==> src/rtl/hazard_pkg.sv <==
// hazard_pkg: shared types, constants and slot helpers for the LEGv8 hazard/forwarding unit.
package hazard_pkg;
  localparam int REG_W = 5;
  localparam logic [REG_W-1:0] ZERO_REG = 5'd31;
  typedef enum logic [1:0] {FWD_RF = 2'b00, FWD_WB = 2'b01, FWD_MEM = 2'b10} fwd_sel_e;
  typedef struct packed {
    logic             valid;
    logic [REG_W-1:0] rd;
    logic             regwrite;
    logic             memread;
  } hz_slot_t;
  localparam int SLOT_W = $bits(hz_slot_t);
  function automatic logic writes(hz_slot_t s, logic [REG_W-1:0] r);
    return s.valid && s.regwrite && s.rd == r && r != ZERO_REG;
  endfunction
  // A load still in EX cannot forward; that case is covered by the load-use stall.
  function automatic logic [1:0] src_sel(hz_slot_t ex, hz_slot_t mem, logic [REG_W-1:0] r);
    return writes(ex, r) ? (ex.memread ? FWD_RF : FWD_MEM) : writes(mem, r) ? FWD_WB : FWD_RF;
  endfunction
endpackage

==> src/rtl/hz_slot_reg.sv <==
// hz_slot_reg: one pipeline tracker slot with synchronous active-low clear.
module hz_slot_reg
  import hazard_pkg::*;
(
  input  logic              clk,
  input  logic              reset,
  input  logic [SLOT_W-1:0] d_i,
  output logic [SLOT_W-1:0] q_o
);
  logic [SLOT_W-1:0] slot_q;
  always_ff @(posedge clk) slot_q <= reset ? d_i : '0;
  assign q_o = slot_q;
endmodule

==> src/rtl/hazard_fwd_unit.sv <==
// hazard_fwd_unit: stall/bubble detection, registered EX forwarding selects and ID CBZ forwarding.
// Optional HAZARD_PERF_EN adds a saturating stall_count output.
module hazard_fwd_unit
  import hazard_pkg::*;
(
  input  logic             clk,
  input  logic             reset,
  input  logic             id_valid,
  input  logic [REG_W-1:0] id_rn,
  input  logic [REG_W-1:0] id_rm,
  input  logic             id_rn_used,
  input  logic             id_rm_used,
  input  logic             id_is_cbz,
  input  logic [REG_W-1:0] id_rd,
  input  logic             id_regwrite,
  input  logic             id_memread,
  input  logic             flush,
  output logic             stall,
  output logic             bubble,
  output logic [1:0]       fwd_a,
  output logic [1:0]       fwd_b,
`ifdef HAZARD_PERF_EN
  output logic [15:0]      stall_count,
`endif
  output logic [1:0]       cbz_fwd
);
  hz_slot_t ex_d, ex_q, mem_q, wb_q;
  logic load_use, cbz_haz, kill;
  logic [1:0] fwd_a_d, fwd_a_q, fwd_b_d, fwd_b_q;
  hz_slot_reg u_ex  (.clk(clk), .reset(reset), .d_i(ex_d),  .q_o(ex_q));
  hz_slot_reg u_mem (.clk(clk), .reset(reset), .d_i(ex_q),  .q_o(mem_q));
  hz_slot_reg u_wb  (.clk(clk), .reset(reset), .d_i(mem_q), .q_o(wb_q));
  always_comb begin
    load_use = ex_q.memread && ((id_rn_used && writes(ex_q, id_rn)) || (id_rm_used && writes(ex_q, id_rm)));
    cbz_haz  = id_is_cbz && (writes(ex_q, id_rm) || (mem_q.memread && writes(mem_q, id_rm)));
    stall    = reset && id_valid && !flush && (load_use || cbz_haz);
    kill     = stall || flush || !id_valid;
    ex_d     = '{valid: !kill, rd: id_rd, regwrite: id_regwrite, memread: id_memread};
    fwd_a_d  = (kill || !id_rn_used) ? FWD_RF : src_sel(ex_q, mem_q, id_rn);
    fwd_b_d  = (kill || !id_rm_used) ? FWD_RF : src_sel(ex_q, mem_q, id_rm);
    cbz_fwd  = (writes(mem_q, id_rm) && !mem_q.memread) ? FWD_MEM : writes(wb_q, id_rm) ? FWD_WB : FWD_RF;
  end
  always_ff @(posedge clk) begin
    fwd_a_q <= reset ? fwd_a_d : FWD_RF;
    fwd_b_q <= reset ? fwd_b_d : FWD_RF;
  end
  assign bubble = stall;
  assign fwd_a  = fwd_a_q;
  assign fwd_b  = fwd_b_q;
`ifdef HAZARD_PERF_EN
  logic [15:0] stall_count_q;
  always_ff @(posedge clk)
    if (!reset) stall_count_q <= '0;
    else if (stall && stall_count_q != 16'hFFFF) stall_count_q <= stall_count_q + 16'd1;
  assign stall_count = stall_count_q;
`endif
endmodule
==> config.mk <==
export PLATFORM = sky130hd
export DESIGN_NAME = hazard_fwd_unit
export DESIGN_NICKNAME = d
export VERILOG_FILES = /design/src/rtl/hazard_pkg.sv /design/src/rtl/hz_slot_reg.sv /design/src/rtl/hazard_fwd_unit.sv
export SDC_FILE = /design/constraint.sdc
export NUM_CORES = 1
export LEC_CHECK = 0
export CAP_MARGIN = 20
export CELL_PAD_IN_SITES_DETAIL_PLACEMENT = 2
export CELL_PAD_IN_SITES_GLOBAL_PLACEMENT = 2
export CORE_ASPECT_RATIO = 0.9
export CORE_MARGIN = 8
export CORE_UTILIZATION = 30
export CTS_CLUSTER_SIZE = 14
export DETAILED_ROUTE_END_ITERATION = 8
export GPL_TIMING_DRIVEN = 0
export MAX_ROUTING_LAYER = met4
export PLACE_DENSITY_LB_ADDON = 0.3
export RECOVER_POWER = 25
export SETUP_SLACK_MARGIN = 0.15
export SLEW_MARGIN = 5
export SYNTH_ARGS = -nofsm -noshare
export SYNTH_HDL_FRONTEND = slang
export SYNTH_SLANG_ARGS = --single-unit
==> constraint.sdc <==
create_clock -name clk -period 2.6 [get_ports clk]
set_input_delay 0.52 -clock clk [delete_from_list [all_inputs] [get_ports clk]]
set_output_delay 0.52 -clock clk [all_outputs]
set_load 0.05 [all_outputs]
# Word-level counts from Yosys, hierarchy flattened
# Cells that the tools add are included.
[totals] register_bits=28 output_inout_bits=8 wordCells=57
[op_classes] n_eq_ne=7 muxes=7 bitwise_logic=1 reduce_logical=37
[op_table] op="$eq A5 B5 Y1" n=5
[op_table] op="$logic_and A1 B1 Y1" n=22
[op_table] op="$ne A5 B5 Y1 const B" n=2
[op_table] op="$mux W2" n=4
[op_table] op="$logic_or A1 B1 Y1" n=7
[op_table] op="$logic_not A1 Y1" n=6
[op_table] op="$reduce_or A2 Y1" n=2
[op_table] op="$mux W1" n=3
[op_table] op="$not A1 Y1" n=1

# Depth between registers and ports, before layout
# Gate-level depths: netlist of the first run.
[logic_depth] ltp_word=12 ltp_mapped=6 mapped_depth_nobuf=5

# Modules after synthesis
# From an unflattened synthesis of the first run, not the netlist that was laid out.
[unflattened] hier_cells=120 hier_area_um2=1192.4
[by_module_without_submodules] mod="hz_slot_reg" n_inst=3 cells_each=16 area_per_inst_um2=210.2 seq_area_each_um2=160.2
[by_module_without_submodules] mod="hazard_fwd_unit" n_inst=1 cells_each=72 area_per_inst_um2=561.8 seq_area_each_um2=80.1

# Worst setup path before layout of the first run
# Ideal clock, no wire load.
[synth_timing] kind="input to output" start="in id_rm[2]" end="out cbz_fwd[0]" t_arrival_ps=2267 required_time_ps=2080 path_slack_ps=-187 stages=5 path_buffers=0 cell_sequence="and3_1 nand3_1 nand3_1 nor2_1 nor3_1"
[synth_between] elab_chain_len=5 elab_cells_between_ends=10
[synth_rtl] element="start: declaration" line="hazard_fwd_unit.sv:10" source="input logic [REG_W-1:0] id_rm,"
[synth_rtl] element="$eq A5 B5 Y1" line="hazard_pkg.sv:14" source="return s.valid && s.regwrite && s.rd == r && r != ZERO_REG;"
[synth_rtl] element="$logic_and A1 B1 Y1 (2 in a row)" line="hazard_pkg.sv:14"
[synth_rtl] element="$mux W1 / $logic_and A1 B1 Y1 (equally long branches)" line="hazard_fwd_unit.sv:41" source="cbz_fwd = (writes(mem_q, id_rm) && !mem_q.memread) ? FWD_MEM : writes(wb_q, id_rm) ? FWD_WB : FWD_RF;"
[synth_rtl] element="$mux W2 *" line="hazard_fwd_unit.sv:41"
[synth_rtl] element="end: declaration" line="hazard_fwd_unit.sv:25" source="output logic [1:0] cbz_fwd"
# Every way passes the cells marked *; elsewhere a longest branch is shown, timed or not.

# Worst setup path in the final report of the first run
[layout_timing] start="in id_rm[4]" end="out stall"
[layout_between] elab_chain_len=8 elab_cells_between_ends=15
[layout_rtl] element="$eq A5 B5 Y1" line="hazard_pkg.sv:14"
[layout_rtl] element="$logic_and A1 B1 Y1 (2 in a row)" line="hazard_pkg.sv:14"
[layout_rtl] element="$logic_and A1 B1 Y1, on equally long branches" line="hazard_fwd_unit.sv:34, hazard_fwd_unit.sv:35"
[layout_rtl] element="$logic_or A1 B1 Y1, on equally long branches" line="hazard_fwd_unit.sv:34, hazard_fwd_unit.sv:35"
[layout_rtl] element="$logic_and A1 B1 Y1, on equally long branches" line="hazard_fwd_unit.sv:34, hazard_fwd_unit.sv:35"
[layout_rtl] element="$logic_or A1 B1 Y1 *" line="hazard_fwd_unit.sv:36" source="stall = reset && id_valid && !flush && (load_use || cbz_haz);"
[layout_rtl] element="$logic_and A1 B1 Y1 *" line="hazard_fwd_unit.sv:36"
[layout_rtl] element="end: declaration" line="hazard_fwd_unit.sv:18" source="output logic stall,"
# Marks and branches as above.

==> flow_metrics.py, run 1 <==
metrics = {
    "run_status": {
        "status": "finished clean",
    },
    "die": {
        "core-area_mm2": 0.00376,
        "fp.dieH_um": 75.5,
        "io_pins": 32,
        "die_w_um": 82.1,
        "fp.dieArea_mm2": 0.00620,
        "initial_utilization": 0.314,
        "fp-row-count": 21,
    },
    "synthesis": {
        "yosysTopAreaCellShare": 0.458,
        "ys.warnings.count": 0,
        "syn-cell-area_mm2": 0.00118,
        "synthCells": 119,
        "synth.net_count": 143,
        "synth-main-ff-cell": "dfxtp_1",
        "async_flop_share": 0,
        "synth.area.top_cells": "dfxtp_1, and2_1, xnor2_1",
        "avgSynthCellArea_um2": 9.91,
        "yosysMostFrequentCell": "dfxtp_1",
        "synth_enable_flop_cells": 0,
        "synth-seq-area-share": 0.458,
        "synth_cell_types": 22,
        "synthTopCellsByCount": "dfxtp_1, and2_1, xnor2_1",
        "ys_seq_elements": 27,
        "yosys.area.top_type": "dfxtp_1",
    },
    "critical_path": {
        "timing_worst_setup_path_type": "input port to output pin",
        "max_stage_delay_ns": 0.40,
        "critPathArrivalTime_ns": 2.03,
        "endpoint_kind": "output pin",
        "crit_slowest_cell": "nor4_2",
        "crit_chain": "buf_2 > xor2_1 > nor4_2 > nand4b_1 > inv_1 > o31a_4 > buf_6 > buf_8",
        "crit_family": "simple AND/OR/NAND/NOR gates",
        "worst-path-stages": 8,
        "critPathBufInv": 4,
        "path_max_fanout": 4,
        "required_ns": 2.08,
        "worst_r2r_path_depth": 14,
        "cp-start-kind": "input port",
    },
    "finish": {
        "fin_cells": 219,
        "layout.nets": 198,
        "layout-drive-gt1-share": 0.341,
        "antenna_cells": 0,
        "postLayoutCoreUtil": 0.482,
        "nFillCells": 399,
        "area_growth_pct": 53.6,
    },
    "routing": {
        "vias": 1058,
        "drtIter0Drc": 46,
        "dr_wl_met3_um": 198,
        "via_per_inst": 4.83,
        "wl_um": 4890,
        "wl_met2_um": 2530,
        "wl_per_cell_um": 22.3,
        "drc_errors": 0,
        "antenna_left": 0,
        "drtPass1Iterations": 4,
        "wl_met1_um": 1980,
        "top_layer_used": "met4",
    },
    "cts": {
        "clock_latency_ns": 0.29,
        "cts_hold_buf": 0,
        "cts_tree": "built",
        "clock_path_buffers": 2,
        "path_clk_slew_ns": 0.09,
        "clock_sinks": 27,
        "cts_buffers": 3,
        "htree_levels": 1,
        "cts_root_buf": "clkbuf_8",
    },
    "place": {
        "dp_worst_setup_slack_ns": -1.00,
        "dpl.hpwl_um": 2820,
        "io_buffers": 31,
        "placedCellCount": 196,
        "gp_congestion": 0.749,
    },
    "global_routing": {
        "grt_max_degree": 16,
        "grt.overflow.total": 0,
        "grt_util_all_layers": 0.164,
        "grt_pass1_vias": 1263,
        "antenna_found_initial": 0,
        "grt_pass1_wl_um": 6980,
    },
    "power": {
        "p_leak_nw": 0.720,
        "max-vdd-ir-drop_uv": 282,
        "pwr_density_cell_mw_per_mm2": 450,
        "power_w": 0.000814,
    },
    "timing": {
        "rsz0062_at_grt": "yes",
        "max_freq_mhz": 393,
        "hold_violations": 0,
        "setup_violations": 0,
        "final.min_clock_period_ns": 2.55,
        "slew_headroom": 0.661,
        "timing.hold.ws_ns": 0.478,
        "final_max_slew_viol_count": 0,
        "fin_skew_ns": 0.0132,
        "fin_crit_sh": 0.980,
        "timing.final.ws_setup_ns": 0.0525,
        "worst_pin_slew_ns": 0.507,
    },
    "min_path": {
        "hp-class": "flop to flop",
        "holdPathStages": 1,
    },
    "flow_run": {
        "drv_cap": 0,
    },
}
what timing repair did:
item                                    CTS  global route
resized for setup                        44            40
endpoints found under the setup margin    4             5
setup buffers                            16             3
pin swaps                                 6             8
state kept, by name, summed over array words and instances (netlist names):
signal,cells
fwd_a,2
fwd_b,2
u_ex.q_o,8
u_mem.q_o,8
u_wb.q_o,7
metrics by stage:
stage               setup TNS (ns)  area, µm²
finish                           0       1810
CTS                              0       1720
global route               -0.0687       1810
floorplan                        0       1190
global placement             -3.06       1560
detailed placement           -3.35       1560
cell type report:
cell class                      count  area [µm²]  share of cell area
Buffer                              3        18.8              0.0104
Clock buffer                        3        41.3              0.0228
Clock inverter                      1        5.00             0.00276
Inverter                            2        7.51             0.00414
Multi-Input combinational cell     87         716               0.395
Sequential cell                    27         544               0.300
Tap cell                           46        57.6              0.0318
Timing Repair Buffer               50         422               0.233
power breakdown:
part / total (W) / switching (W) / internal [W]
clock network: 0.000252 / 0.000144 / 0.000108
registers: 0.000444 / 0.0000166 / 0.000427
logic: 0.000119 / 0.0000595 / 0.0000596
total: 0.000814 / 0.000220 / 0.000595
kinds of logic (layout without fill, tap and decap cells):
group,after synthesis,after routing,synth area share
XOR/XNOR,25,25,0.186
flip-flops,27,27,0.458
AND/OR/NAND/NOR,59,59,0.319
buffers and inverters,5,59,0.0191
AO/OA/AOI/OAI,3,3,0.0180
layer usage:
metal	global-route usage	up-vias
met5	-	-
met4	0.119	0
met3	0.0389	12
met2	0.269	30
met1	0.170	520
li1	-	496
path summary, 6_finish.rpt:
check | from | end | slack [ns]
max | id_rm[4] | stall | 0.05
min | u_mem.q_o[1]$_SDFF_PN0_ | u_wb.q_o[1]$_SDFF_PN0_ | 0.48
max reg2reg | u_ex.q_o[5]$_SDFF_PN0_ | fwd_b[0]$_SDFF_PP0_ | 0.16
min reg2reg | u_mem.q_o[1]$_SDFF_PN0_ | u_wb.q_o[1]$_SDFF_PN0_ | 0.48
placed cells by master, fill, tap and decap left out, types with 3 or more instances in the layout:
cell type	n
and2_1	21
clkbuf_8	3
nand3_1	4
nand4_1	5
xnor2_1	12
buf_2	6
nand2_1	7
clkbuf_2	4
buf_6	6
clkdlybuf4s50_1	16
buf_4	15
nor4_2	3
xor2_1	9
nor2_1	4
dfxtp_1	26
No activity file was read; power rests on OpenSTA's default activity.
==> run 2: changes to the inputs <==
CELL_PAD_IN_SITES_DETAIL_PLACEMENT = 1   (was 2)
==> run 2 against run 1 <==
Clock power shrank 8%. First-iteration DRC count shrank 37%. Worst hold slack lost 0.016 ns. Final cell count shrank 5.9%. Core utilization shrank 3.6 points. Critical path type unchanged. Critical endpoint unchanged.
==> flow_metrics.py, run 2 (synthesized netlist as in run 1, its figures left out) <==
metrics = {
    "run_status": {
        "status": "finished clean",
    },
    "timing": {
        "hold_violations": 0,
        "max_freq_mhz": 414,
        "final_max_slew_viol_count": 0,
        "slew_headroom": 0.662,
        "worst_pin_slew_ns": 0.506,
        "final.min_clock_period_ns": 2.41,
        "rsz0062_at_grt": "yes",
        "setup_violations": 0,
        "fin_skew_ns": 0.00260,
        "timing.hold.ws_ns": 0.462,
        "fin_crit_sh": 0.928,
    },
    "critical_path": {
        "timing_worst_setup_path_type": "input port to output pin",
        "crit_family": "simple AND/OR/NAND/NOR gates",
        "critPathBufInv": 3,
        "crit_slowest_cell": "o31a_4",
        "required_ns": 2.08,
        "crit_chain": "clkbuf_4 > and3_1 > nand3_2 > nor4b_4 > nor2b_4 > o31a_4 > buf_6 > buf_8",
        "critPathArrivalTime_ns": 1.89,
        "endpoint_kind": "output pin",
        "cp-start-kind": "input port",
        "path_max_fanout": 4,
        "max_stage_delay_ns": 0.35,
    },
    "finish": {
        "nFillCells": 437,
        "area_growth_pct": 42.2,
        "postLayoutCoreUtil": 0.447,
        "mostFrequentLayoutCell": "dfxtp_1",
        "antenna_cells": 0,
        "layout.nets": 185,
        "most-common-layout-cells": "dfxtp_1, and2_1, clkdlybuf4s50_1",
        "layout-drive-gt1-share": 0.256,
    },
    "global_routing": {
        "grt_pass1_vias": 1042,
        "grt_max_degree": 16,
        "grt_pass1_wl_um": 4870,
        "antenna_found_initial": 0,
        "grt.overflow.total": 0,
        "grt_util_all_layers": 0.109,
    },
    "cts": {
        "cts_hold_buf": 0,
        "clock_path_buffers": 2,
        "path_clk_slew_ns": 0.09,
        "cts_root_buf": "clkbuf_8",
        "clock_latency_ns": 0.27,
        "cts_buffers": 3,
        "cts_tree": "built",
        "clock_sinks": 27,
        "htree_levels": 1,
    },
    "power": {
        "p_leak_nw": 0.659,
        "switchingPower_w": 0.000187,
        "p_sw_frac": 0.239,
        "pwr-share-comb": 0.135,
        "power_w": 0.000780,
        "internal_power_w": 0.000593,
        "pwr_density_cell_mw_per_mm2": 465,
        "clkPwrFrac": 0.299,
        "p_seq_frac": 0.566,
        "max-vdd-ir-drop_uv": 247,
    },
    "die": {
        "initial_utilization": 0.314,
        "fp.dieArea_mm2": 0.00620,
        "core-area_mm2": 0.00376,
        "die_w_um": 82.1,
        "fp-row-count": 21,
        "io_pins": 32,
        "fp.dieH_um": 75.5,
    },
    "routing": {
        "wl_um": 3040,
        "drc_errors": 0,
        "drtIter0Drc": 29,
        "via_per_inst": 4.56,
        "vias": 939,
        "drtPass1Iterations": 3,
        "wl_per_cell_um": 14.7,
        "antenna_left": 0,
    },
    "place": {
        "gp_congestion": 0.749,
        "io_buffers": 31,
        "dpl.hpwl_um": 2430,
    },
    "flow_run": {
        "drv_cap": 0,
    },
    "min_path": {
        "hp-class": "flop to flop",
    },
}
-- run 2: what timing repair did --
action                                  in CTS  in global routing
endpoints found under the hold margin        0                  0
resized for setup                           52                 19
setup buffers                                4                  2
pin swaps                                    8                 10
endpoints found under the setup margin       4                  3
-- run 2: routing by layer --
metal / global-route usage / vias to the layer above / share of wire / routed length, µm
li1: - / 474 / - / -
met1: 0.122 / 440 / 0.45 / 1380
met2: 0.173 / 21 / 0.49 / 1480
met3: 0.0389 / 4 / 0.049 / 150
met4: 0.0428 / 0 / 0.010 / 31
met5: - / - / 0 / 0
-- run 2: final cells by class --
class	instances	area (µm²)	area share
buffer	3	18.8	0.0112
clock buffer	3	41.3	0.0246
clock inverter	1	5.00	0.00298
inverter	2	7.51	0.00447
multi-input combinational	87	679	0.405
sequential	27	547	0.326
tap	46	57.6	0.0343
timing repair buffer	37	322	0.192
-- run 2: worst reg2reg max path, delay by kind of cell (launching register included) --
family | cells | cell delay [ns]
xor gates and xnor gates | 1 | 0.14
DFF | 1 | 0.40
and+or+nand+nor | 4 | 0.69
buffers and inverters | 2 | 0.23
-- run 2: path summary, 6_finish.rpt --
kind | start | end | slack [ns] | cells past startpoint
worst min register to register | u_ex.q_o[7]$_SDFF_PN0_ | u_mem.q_o[7]$_SDFF_PN0_ | 0.46 | 1
worst max-delay path | id_rm[2] | stall | 0.19 | 8
worst max register to register | u_ex.q_o[3]$_SDFF_PN0_ | u_ex.q_o[7]$_SDFF_PN0_ | 1.04 | 7
worst min-delay path | u_ex.q_o[7]$_SDFF_PN0_ | u_mem.q_o[7]$_SDFF_PN0_ | 0.46 | 1
-- run 2: power by group through the flow --
stage	Sequential, W	Combinational (W)	Clock (W)
2_1_floorplan	0.000446	0.0000503	0
3_3_place_gp	0.000449	0.000101	0
3_5_place_dp	0.000450	0.000105	0
4_1_cts	0.000441	0.000104	0.000246
5_1_grt	0.000443	0.000115	0.000263
6_report	0.000441	0.000106	0.000233
-- run 2: through the flow --
stage          cells  setup TNS, ns  worst slack [ns]  area, µm²
2_1_floorplan    119              0             0.238       1190
3_3_place_gp     196          -3.06            -0.938       1560
3_5_place_dp     196          -3.23            -0.998       1560
4_1_cts          204              0             0.119       1630
5_1_grt          206              0             0.131       1680
6_report         206              0             0.187       1680
==> run 3: changes to the inputs <==
CELL_PAD_IN_SITES_DETAIL_PLACEMENT = default   (was 1)
CELL_PAD_IN_SITES_GLOBAL_PLACEMENT = default   (was 2)
CORE_UTILIZATION = 50   (was 30)
==> run 3 against run 2 <==
Worst hold slack improved by 0.024 ns. Non-clock buffer count increased by 8. Largest power group unchanged. Wire length increased by 10%. Worst setup slack got worse by 0.12 ns. Sequential cell count unchanged.
==> flow_metrics.py, run 3 (synthesized netlist as in run 1, its figures left out) <==
metrics = {
    "finish": {
        "layout.nets": 193,
        "layout-drive-gt1-share": 0.333,
        "most-common-layout-cells": "and2_1, dfxtp_1, clkdlybuf4s50_1",
        "area_growth_pct": 44.1,
        "antenna_cells": 0,
        "postLayoutCoreUtil": 0.772,
        "nFillCells": 149,
    },
    "critical_path": {
        "required_ns": 2.08,
        "max_stage_delay_ns": 0.39,
        "critPathArrivalTime_ns": 2.01,
        "crit_chain": "xnor2_1 > nand4_1 > nor4b_4 > nor2b_4 > o31a_2 > buf_6 > buf_8",
        "path_max_fanout": 3,
        "cp-startpoint": "u_ex.q_o[3]$_SDFF_PN0_",
        "r2r-start": "u_ex.q_o[3]$_SDFF_PN0_",
        "endpoint_kind": "output pin",
        "critPathBufInv": 2,
        "cp-start-kind": "flop",
        "crit_family": "simple AND/OR/NAND/NOR gates",
        "crit_slowest_cell": "dfxtp_4",
        "timing_worst_setup_path_type": "flop to output pin",
    },
    "cts": {
        "path_clk_slew_ns": 0.14,
        "cts_root_buf": "clkbuf_4",
        "clock_sinks": 27,
        "clock_latency_ns": 0.33,
        "cts_tree": "built",
        "htree_levels": 1,
        "clock_path_buffers": 2,
        "cts_buffers": 3,
    },
    "global_routing": {
        "grt_util_all_layers": 0.164,
        "grt_pass1_wl_um": 4950,
        "grt_max_degree": 16,
        "antenna_found_initial": 0,
        "grt.overflow.total": 0,
        "grt_pass1_vias": 1084,
    },
    "timing": {
        "slew_headroom": 0.642,
        "final_max_slew_viol_count": 0,
        "timing.hold.ws_ns": 0.486,
        "fin_crit_sh": 0.974,
        "fin_skew_ns": 0.00526,
        "rsz0062_at_grt": "yes",
        "hold_violations": 0,
        "max_freq_mhz": 395,
        "worst_pin_slew_ns": 0.536,
        "setup_violations": 0,
        "final.min_clock_period_ns": 2.53,
    },
    "routing": {
        "wl_per_cell_um": 17.2,
        "drtIter0Drc": 51,
        "drtPass1Iterations": 4,
        "vias": 1011,
        "drc_errors": 0,
        "wl_um": 3350,
        "antenna_left": 0,
        "via_per_inst": 5.18,
    },
    "die": {
        "fp-row-count": 16,
        "die_w_um": 67.2,
        "fp.dieArea_mm2": 0.00417,
        "fp.dieH_um": 62.1,
        "core-area_mm2": 0.00220,
        "initial_utilization": 0.536,
        "io_pins": 32,
    },
    "min_path": {
        "worstHoldStart": "u_mem.q_o[7]$_SDFF_PN0_",
        "hp-class": "flop to flop",
    },
    "run_status": {
        "status": "finished clean",
    },
    "place": {
        "dpl.hpwl_um": 2150,
        "io_buffers": 31,
        "gp_congestion": 0.821,
    },
    "power": {
        "max-vdd-ir-drop_uv": 295,
        "p_leak_nw": 0.675,
        "pwr_density_cell_mw_per_mm2": 431,
    },
    "flow_run": {
        "drv_cap": 0,
    },
}
-- run 3: final timing paths --
check,to,slack [ns],depth (start not counted)
worst min-delay path,u_wb.q_o[7]$_SDFF_PN0_,0.49,1
worst max register to register,fwd_b[0]$_SDFF_PP0_,0.20,14
worst max-delay path,stall,0.07,7
worst min register to register,u_wb.q_o[7]$_SDFF_PN0_,0.49,1
-- run 3: final cells by class --
cell class / count / area [µm²] / area share
clock inverters: 1 / 5.00 / 0.00294
clock buffers: 3 / 22.5 / 0.0132
flip-flops and latches: 27 / 552 / 0.325
well taps: 27 / 33.8 / 0.0199
plain buffers: 3 / 18.8 / 0.0110
inverters: 2 / 7.51 / 0.00442
repair buffers: 45 / 365 / 0.215
multi-input cells: 87 / 696 / 0.409
-- run 3: layer usage --
layer  share of wire  up-vias  routed length (µm)  GRT usage
met3           0.067        4                 224     0.0430
met2            0.52       36                1750      0.287
met4           0.012        0                  40     0.0625
met5               0        -                   0          -
met1            0.40      486                1340      0.175
li1                -      485                   -          -
-- run 3: timing repair --
action,CTS,global route
hold buffers,0,0
pin swaps,8,6
setup buffers,12,2
resized for setup,58,18
endpoints found under the setup margin,4,5
-- run 3: report_power, final --
group / switching [W] / internal, W / total (W)
sequential: 0.0000139 / 0.000428 / 0.000442
clock: 0.000123 / 0.0000578 / 0.000180
combinational: 0.0000533 / 0.0000577 / 0.000111
-- run 3: per-stage QoR --
| stage | TNS, ns | std cells | setup slack (ns) | total power, W | instance area (µm²) |
|---|---|---|---|---|---|
| 2_1_floorplan | 0 | 119 | 0.238 | 0.000496 | 1190 |
| 3_3_place_gp | -2.89 | 177 | -0.893 | 0.000547 | 1530 |
| 3_5_place_dp | -3.16 | 177 | -0.971 | 0.000552 | 1530 |
| 4_1_cts | 0 | 193 | 0.153 | 0.000714 | 1630 |
| 5_1_grt | -0.0554 | 195 | -0.0436 | 0.000759 | 1700 |
| 6_report | 0 | 195 | 0.0682 | 0.000734 | 1700 |
